**src/rtl/grf_wport_if.sv**
```systemverilog
// grf_wport_if: bundle of signals around the shared GRF write port.
//   W-stage writeback : pipe_we, pipe_addr, pipe_data, pipe_pc
//   secondary source  : sec_valid/sec_ready handshake, sec_addr, sec_data, sec_pc
//   decode queries    : q_a1, q_a2 -> hit1, hit2
//   control           : stall_req, fifo_count
//   GRF side          : RegWrite, RegAddr, RegData, pc
// Handshake: a sec transfer happens on a rising clk edge where sec_valid and
// sec_ready are both high; sec_ready never depends on sec_valid or on a
// same-cycle pop, and sec fields must stay stable while sec_valid is high.
interface grf_wport_if #(
  parameter int CW = 3
);
  logic          pipe_we;
  logic [4:0]    pipe_addr;
  logic [31:0]   pipe_data;
  logic [31:0]   pipe_pc;
  logic          sec_valid;
  logic          sec_ready;
  logic [4:0]    sec_addr;
  logic [31:0]   sec_data;
  logic [31:0]   sec_pc;
  logic [4:0]    q_a1;
  logic [4:0]    q_a2;
  logic          hit1;
  logic          hit2;
  logic          stall_req;
  logic          RegWrite;
  logic [4:0]    RegAddr;
  logic [31:0]   RegData;
  logic [31:0]   pc;
  logic [CW-1:0] fifo_count;

  // Side that drives the requests (pipeline / sec source / decode).
  modport master (
    output pipe_we, pipe_addr, pipe_data, pipe_pc,
    output sec_valid, sec_addr, sec_data, sec_pc,
    output q_a1, q_a2,
    input  sec_ready, hit1, hit2, stall_req,
    input  RegWrite, RegAddr, RegData, pc, fifo_count
  );

  // Arbiter side.
  modport slave (
    input  pipe_we, pipe_addr, pipe_data, pipe_pc,
    input  sec_valid, sec_addr, sec_data, sec_pc,
    input  q_a1, q_a2,
    output sec_ready, hit1, hit2, stall_req,
    output RegWrite, RegAddr, RegData, pc, fifo_count
  );
endinterface

```
**src/rtl/grf_wport_arbiter.sv**
```systemverilog
// grf_wport_arbiter: shares the single GRF write port between the W-stage
// writeback (always highest priority) and a multi-cycle secondary source.
// Sec writes that cannot go out at once wait in a DEPTH-entry FIFO and drain
// in idle pipe cycles; an empty FIFO lets a sec write bypass straight to GRF.
// Ports:
//   clk   - rising-edge clock
//   reset - asynchronous active-low reset (0 = in reset)
//   bus   - grf_wport_if.slave (pipe / sec / decode query / GRF signals)
module grf_wport_arbiter #(
  parameter int DEPTH    = 4,
  parameter int MAX_WAIT = 8,
  parameter int CW       = 3
) (
  input  logic            clk,
  input  logic            reset,
  grf_wport_if.slave      bus
);
  localparam int AW = $clog2(DEPTH);
  localparam int WW = $clog2(MAX_WAIT + 1);
  localparam logic [CW-1:0] DEPTH_C = CW'(DEPTH);
  localparam logic [WW-1:0] MAX_C   = WW'(MAX_WAIT);

  logic [4:0]       ent_addr [DEPTH];
  logic [31:0]      ent_data [DEPTH];
  logic [31:0]      ent_pc   [DEPTH];
  logic [DEPTH-1:0] live;
  logic [AW-1:0]    rd_ptr, wr_ptr;
  logic [CW-1:0]    count;
  logic [WW-1:0]    wait_cnt;

  logic p_act, empty, head_live, sec_nz, bypass, pop, enq, enq_live;

  assign p_act     = bus.pipe_we && (bus.pipe_addr != 5'd0);
  assign empty     = (count == '0);
  assign head_live = !empty && live[rd_ptr];
  assign sec_nz    = (bus.sec_addr != 5'd0);
  assign bypass    = !p_act && !head_live && empty && bus.sec_valid && sec_nz;
  // A dead head leaves without using the write port, so it pops even while
  // the pipe owns the port; a live head only pops in an idle pipe cycle.
  assign pop       = !empty && (!live[rd_ptr] || !p_act);
  assign enq       = bus.sec_valid && bus.sec_ready && sec_nz && !bypass;
  // A same-cycle pipe write to the same register is newer, so the entry
  // is born dead.
  assign enq_live  = !(p_act && (bus.pipe_addr == bus.sec_addr));

  assign bus.sec_ready  = (count < DEPTH_C);
  assign bus.fifo_count = count;
  assign bus.stall_req  = (count == DEPTH_C) || (wait_cnt >= MAX_C);

  // Zero-latency grant so GRF internal forwarding still sees the write.
  always_comb begin
    bus.RegWrite = 1'b0;
    bus.RegAddr  = 5'd0;
    bus.RegData  = 32'd0;
    bus.pc       = 32'd0;
    if (p_act) begin
      bus.RegWrite = 1'b1;
      bus.RegAddr  = bus.pipe_addr;
      bus.RegData  = bus.pipe_data;
      bus.pc       = bus.pipe_pc;
    end else if (head_live) begin
      bus.RegWrite = 1'b1;
      bus.RegAddr  = ent_addr[rd_ptr];
      bus.RegData  = ent_data[rd_ptr];
      bus.pc       = ent_pc[rd_ptr];
    end else if (bypass) begin
      bus.RegWrite = 1'b1;
      bus.RegAddr  = bus.sec_addr;
      bus.RegData  = bus.sec_data;
      bus.pc       = bus.sec_pc;
    end
  end

  // Pending-write hits look at live entries only; $0 never hazards.
  always_comb begin
    bus.hit1 = 1'b0;
    bus.hit2 = 1'b0;
    for (int i = 0; i < DEPTH; i++) begin
      if (live[i] && (ent_addr[i] == bus.q_a1) && (bus.q_a1 != 5'd0)) bus.hit1 = 1'b1;
      if (live[i] && (ent_addr[i] == bus.q_a2) && (bus.q_a2 != 5'd0)) bus.hit2 = 1'b1;
    end
  end

  // Control state: live bits, pointers, occupancy and starvation counter.
  always_ff @(posedge clk or negedge reset) begin
    if (!reset) begin
      live     <= '0;
      rd_ptr   <= '0;
      wr_ptr   <= '0;
      count    <= '0;
      wait_cnt <= '0;
    end else begin
      for (int i = 0; i < DEPTH; i++) begin
        if (p_act && live[i] && (ent_addr[i] == bus.pipe_addr)) live[i] <= 1'b0;
      end
      if (pop) begin
        live[rd_ptr] <= 1'b0;
        rd_ptr       <= rd_ptr + AW'(1);
      end
      // Enqueue only happens when not full, so wr_ptr never equals a popping rd_ptr.
      if (enq) begin
        live[wr_ptr] <= enq_live;
        wr_ptr       <= wr_ptr + AW'(1);
      end
      count <= count + CW'(enq) - CW'(pop);
      if (pop || empty)
        wait_cnt <= '0;
      else if (head_live && p_act && (wait_cnt < MAX_C))
        wait_cnt <= wait_cnt + WW'(1);
    end
  end

  // Payload storage needs no reset: live bits gate every use of it.
  always_ff @(posedge clk) begin
    if (enq) begin
      ent_addr[wr_ptr] <= bus.sec_addr;
      ent_data[wr_ptr] <= bus.sec_data;
      ent_pc[wr_ptr]   <= bus.sec_pc;
    end
  end
endmodule

```
**src/flat_wrapper.sv**
```systemverilog
// flat-port wrapper written by rule: the top's interface ports become plain ports
module grf_wport_arbiter_flat 
#(
  parameter int DEPTH    = 4,
  parameter int MAX_WAIT = 8,
  parameter int CW       = 3
)
  (clk, reset, bus_pipe_we, bus_pipe_addr, bus_pipe_data, bus_pipe_pc, bus_sec_valid, bus_sec_addr, bus_sec_data, bus_sec_pc, bus_q_a1, bus_q_a2, bus_sec_ready, bus_hit1, bus_hit2, bus_stall_req, bus_RegWrite, bus_RegAddr, bus_RegData, bus_pc, bus_fifo_count);
  grf_wport_if #(.CW(CW)) bus_i ();
  input  logic clk;
  input  logic reset;
  input wire logic [$bits(bus_i.pipe_we)-1:0] bus_pipe_we;
  input wire logic [$bits(bus_i.pipe_addr)-1:0] bus_pipe_addr;
  input wire logic [$bits(bus_i.pipe_data)-1:0] bus_pipe_data;
  input wire logic [$bits(bus_i.pipe_pc)-1:0] bus_pipe_pc;
  input wire logic [$bits(bus_i.sec_valid)-1:0] bus_sec_valid;
  input wire logic [$bits(bus_i.sec_addr)-1:0] bus_sec_addr;
  input wire logic [$bits(bus_i.sec_data)-1:0] bus_sec_data;
  input wire logic [$bits(bus_i.sec_pc)-1:0] bus_sec_pc;
  input wire logic [$bits(bus_i.q_a1)-1:0] bus_q_a1;
  input wire logic [$bits(bus_i.q_a2)-1:0] bus_q_a2;
  output wire logic [$bits(bus_i.sec_ready)-1:0] bus_sec_ready;
  output wire logic [$bits(bus_i.hit1)-1:0] bus_hit1;
  output wire logic [$bits(bus_i.hit2)-1:0] bus_hit2;
  output wire logic [$bits(bus_i.stall_req)-1:0] bus_stall_req;
  output wire logic [$bits(bus_i.RegWrite)-1:0] bus_RegWrite;
  output wire logic [$bits(bus_i.RegAddr)-1:0] bus_RegAddr;
  output wire logic [$bits(bus_i.RegData)-1:0] bus_RegData;
  output wire logic [$bits(bus_i.pc)-1:0] bus_pc;
  output wire logic [$bits(bus_i.fifo_count)-1:0] bus_fifo_count;
  assign bus_i.pipe_we = bus_pipe_we;
  assign bus_i.pipe_addr = bus_pipe_addr;
  assign bus_i.pipe_data = bus_pipe_data;
  assign bus_i.pipe_pc = bus_pipe_pc;
  assign bus_i.sec_valid = bus_sec_valid;
  assign bus_i.sec_addr = bus_sec_addr;
  assign bus_i.sec_data = bus_sec_data;
  assign bus_i.sec_pc = bus_sec_pc;
  assign bus_i.q_a1 = bus_q_a1;
  assign bus_i.q_a2 = bus_q_a2;
  assign bus_sec_ready = bus_i.sec_ready;
  assign bus_hit1 = bus_i.hit1;
  assign bus_hit2 = bus_i.hit2;
  assign bus_stall_req = bus_i.stall_req;
  assign bus_RegWrite = bus_i.RegWrite;
  assign bus_RegAddr = bus_i.RegAddr;
  assign bus_RegData = bus_i.RegData;
  assign bus_pc = bus_i.pc;
  assign bus_fifo_count = bus_i.fifo_count;
  grf_wport_arbiter #(.DEPTH(DEPTH), .MAX_WAIT(MAX_WAIT), .CW(CW)) u_core (.clk(clk), .reset(reset), .bus(bus_i));
endmodule
```
**config.mk**
```make
export PLATFORM = sky130hd
export DESIGN_NAME = grf_wport_arbiter_flat
export DESIGN_NICKNAME = d
export VERILOG_FILES = /design/src/rtl/grf_wport_if.sv /design/src/rtl/grf_wport_arbiter.sv /design/src/flat_wrapper.sv
export SDC_FILE = /design/constraint.sdc
export NUM_CORES = 1
export LEC_CHECK = 0
export BUFFER_PORTS_ARGS = -buffer_cell sky130_fd_sc_hd__buf_2
export CORE_MARGIN = 2
export CORE_UTILIZATION = 36
export CTS_CLUSTER_SIZE = 25
export DETAILED_ROUTE_END_ITERATION = 10
export GPL_ROUTABILITY_DRIVEN = 0
export PLACE_DENSITY_LB_ADDON = 0.1
export SYNTH_ARGS = -nofsm -noshare
export SYNTH_HDL_FRONTEND = slang
export SYNTH_SLANG_ARGS = --single-unit
```
**constraint.sdc**
```tcl
create_clock -name clk -period 3.5 [get_ports clk]
set_input_delay 0.7 -clock clk [delete_from_list [all_inputs] [get_ports clk]]
set_output_delay 0.7 -clock clk [all_outputs]
set_load 0.05 [all_outputs]
```
==> impl_metrics.tcl <==
set metrics [dict create \
    finalCritPeriodShare_pct 98.5 \
    avgSynthCellArea_um2 16.7 \
    yosys.area_share.simple_pct 5.83 \
    synth_edf_count 276 \
    grt_max_degree 74 \
    synth_top_family_by_area "multiplexers" \
    p_comb_share_pct 39.5 \
    fin_skew_ps 11.0 \
    power_leakage_nw 5.95 \
    synthMuxAreaShare_pct 12.3 \
    rows 70 \
    viasPerCell 5.21 \
    cp.required_ps 2800 \
    synth_area_um2 13200 \
    dp_cells 1469 \
    gr-total-overflow 0 \
    core_area_um2 36400 \
    drive_above_1_share_pct 47.2 \
    area_growth_pct 25.7 \
    fmax_ghz 0.290 \
    synth_cell_types 41 \
    drtIter0Drc 471 \
    vdd_ir_drop_max_mv 0.526 \
    hp-class "primary input to async pin" \
    antenna_left 0 \
    dpl.hpwl_um 20400 \
    end_kind "output port" \
    antenna_cells 0 \
    arrival_ps 2750 \
    die_x_um 196 \
    grt_pass1_vias 7961 \
    die_h_um 196 \
    die_area_um2 38300 \
    htreeDepth 1 \
    final_util_pct 45.6 \
    start_kind "primary input" \
    vias 7988 \
    seq_area_frac_synth_pct 65.5 \
    switchingPower_w 0.00444 \
    p_total_w 0.0126 \
    dr.pass1.iters 4 \
    slew_headroom_pct 49.2 \
    seq_power_share_pct 36.2 \
    setup_viol 0 \
    antenna_found_initial 0 \
    synth_fp_nets 958 \
    worst_pin_slew_ps 761 \
    rsz0062_at_grt "yes" \
    synth_compound_area_share_pct 7.68 \
    ys.flop_type "edfxtp_1" \
    async_reset_ff_share_pct 5.15 \
    hold_viol 0 \
    cp_max_fo 11 \
    post_drt_wl_per_cell_um 21.2 \
    switching_share_pct 35.3 \
    powerDensity_nw_per_um2 756 \
    clock_latency_ps 550 \
    cts_sinks 291 \
    cellInternalPower_w 0.00813 \
    clkPwrFrac_pct 24.3 \
    syn-instance-count 793 \
    track_usage_pct 16.7 \
    port_buffers 228 \
    pre_cts_ws_ps -11.7 \
    pin_count 229 \
    drc 0 \
    yosysWarnings 0 \
    cap_violations 0 \
    min_period_ps 3450 \
    ys_seq_elements 291 \
    clk_pin_slew_worst_paths_ps 70 \
    instances_no_fill 1533 \
    fill_cells 3219 \
    slew_viol_final 0 \
    tritoncts "done" \
    cts_inserted_buffers 31 \
    grt_pass1_wl_um 49100 \
    initial_core_util_pct 36.3 \
    fin_ws_ps 51.0 \
    crit_type "primary input to output port" \
    clockBufferDepth 3 \
    synth-adder-area-share_pct 1.29 \
    final_nets 1205 \
    reg2reg_slack_ps 1090 \
    finalWirelength_um 32500 \
    root_buffer "clkbuf_16" \
    synth_xor_area_share_pct 4.70 \
    status "completed" \
]
[critical path, stage by stage]
cell and delay (ps):
buf_2 110, or4_4 560, o21a_4 240, nor3b_4 250, buf_12 210, buf_4 190
a221oi_2 90, nor2_2 120, buf_2 260
[cell usage in the layout, fill, tap and decap left out, types with 6 or more instances in the layout]
cell type and instances:
nand3_1 12, xor2_1 44, buf_6 17, buf_4 26
a221oi_1 26, ha_1 12, dfrtp_1 13, o21ai_0 6
nand2_1 7, clkbuf_1 9, clkinv_1 8, nor4_1 8
buf_2 200, clkbuf_4 6, inv_1 11, xnor2_1 27
clkbuf_16 32, buf_12 22, nor2_1 75, a221oi_2 39
nor2_2 59, mux4_2 70, edfxtp_1 276
[layout make-up]
cell class	instances	area [um2]	area share, %
Clock buffer	40	810	4.87
Clock inverter	18	139	0.836
Inverter	11	41.3	0.248
Multi-Input combinational cell	430	4390	26.4
Sequential cell	291	8670	52.2
Tap cell	468	586	3.52
Timing Repair Buffer	275	1990	11.9
[state kept, by name, indices dropped and copies added, names as in the netlist]
| signal | flops |
|---|---|
| u_core.ent_data | 128 |
| u_core.wr_ptr | 2 |
| u_core.ent_addr | 20 |
| u_core.ent_pc | 128 |
| u_core.live | 4 |
| u_core.wait_cnt | 4 |
| u_core.bus.fifo_count | 3 |
| u_core.rd_ptr | 2 |
[kinds of logic after synthesis]
group | count (synthesis)
xor gates and xnor gates | 71
and+or+nand+nor | 179
muxes | 75
adders and majority gates | 13
AOI/OAI and AO/OA | 92
buffers and inverters | 72
DFF | 291
[power by group through the flow]
stage,combinational [W],sequential (W),clock (W)
global route,0.00534,0.00459,0.00328
floorplan,0.00338,0.00462,0
CTS,0.00499,0.00456,0.00315
finish,0.00496,0.00455,0.00305
global placement,0.00485,0.00461,0
detailed placement,0.00483,0.00462,0
[synthesized netlist by cell type (12+ instances only)]
cell type | count | area [um2]
buf_2 | 14 | 70.1
a221oi_2 | 39 | 586
ha_1 | 12 | 150
nand3_1 | 12 | 60.1
edfxtp_1 | 276 | 8290
dfrtp_1 | 15 | 375
nor2_1 | 134 | 503
xnor2_1 | 27 | 236
a221oi_1 | 26 | 228
mux4_2 | 70 | 1580
clkbuf_1 | 36 | 135
xor2_1 | 44 | 385
[what timing repair did]
action / CTS / global route
resized for setup: 18 / 35
pin swaps: 0 / 7
gates cloned: 1 / 1
hold buffers: 0 / 0
buffers inserted: 3 / 1
setup endpoints to repair: 36 / 47
[metal layers]
layer | up-vias | GRT usage, % | wire length (um)
met1 | 4073 | 24.2 | 15100
met2 | 232 | 26.9 | 15200
li1 | 3634 | - | -
met4 | 0 | 4.49 | 762
met3 | 49 | 1.96 | 1370
met5 | - | 0 | 0
[worst paths after layout]
check	startpoint	to	cells after the start
worst max-delay path	bus_pipe_addr[2]	bus_RegData[18]	9
worst min-delay path	reset	u_core.wait_cnt[2]$_DFFE_PN0P_	1
worst max register to register	u_core.bus.fifo_count[2]$_DFF_PN0_	u_core.ent_pc[2][27]$_DFFE_PP_	5
worst min register to register	u_core.wait_cnt[2]$_DFFE_PN0P_	u_core.wait_cnt[2]$_DFFE_PN0P_	2
max in group asynchronous	reset	u_core.rd_ptr[0]$_DFFE_PN0N_	1
min in group clk	bus_sec_pc[14]	u_core.ent_pc[2][14]$_DFFE_PP_	1
[metrics by stage]
stage	hold slack (ps)	instance area [um2]	setup TNS, ps
finish	66.8	16600	0
floorplan	404	13400	-1000
global placement	546	15400	0
detailed placement	546	15400	-52.4
global route	67.7	16600	-179
CTS	43.8	16500	0
(Power assumes the default switching activity.)
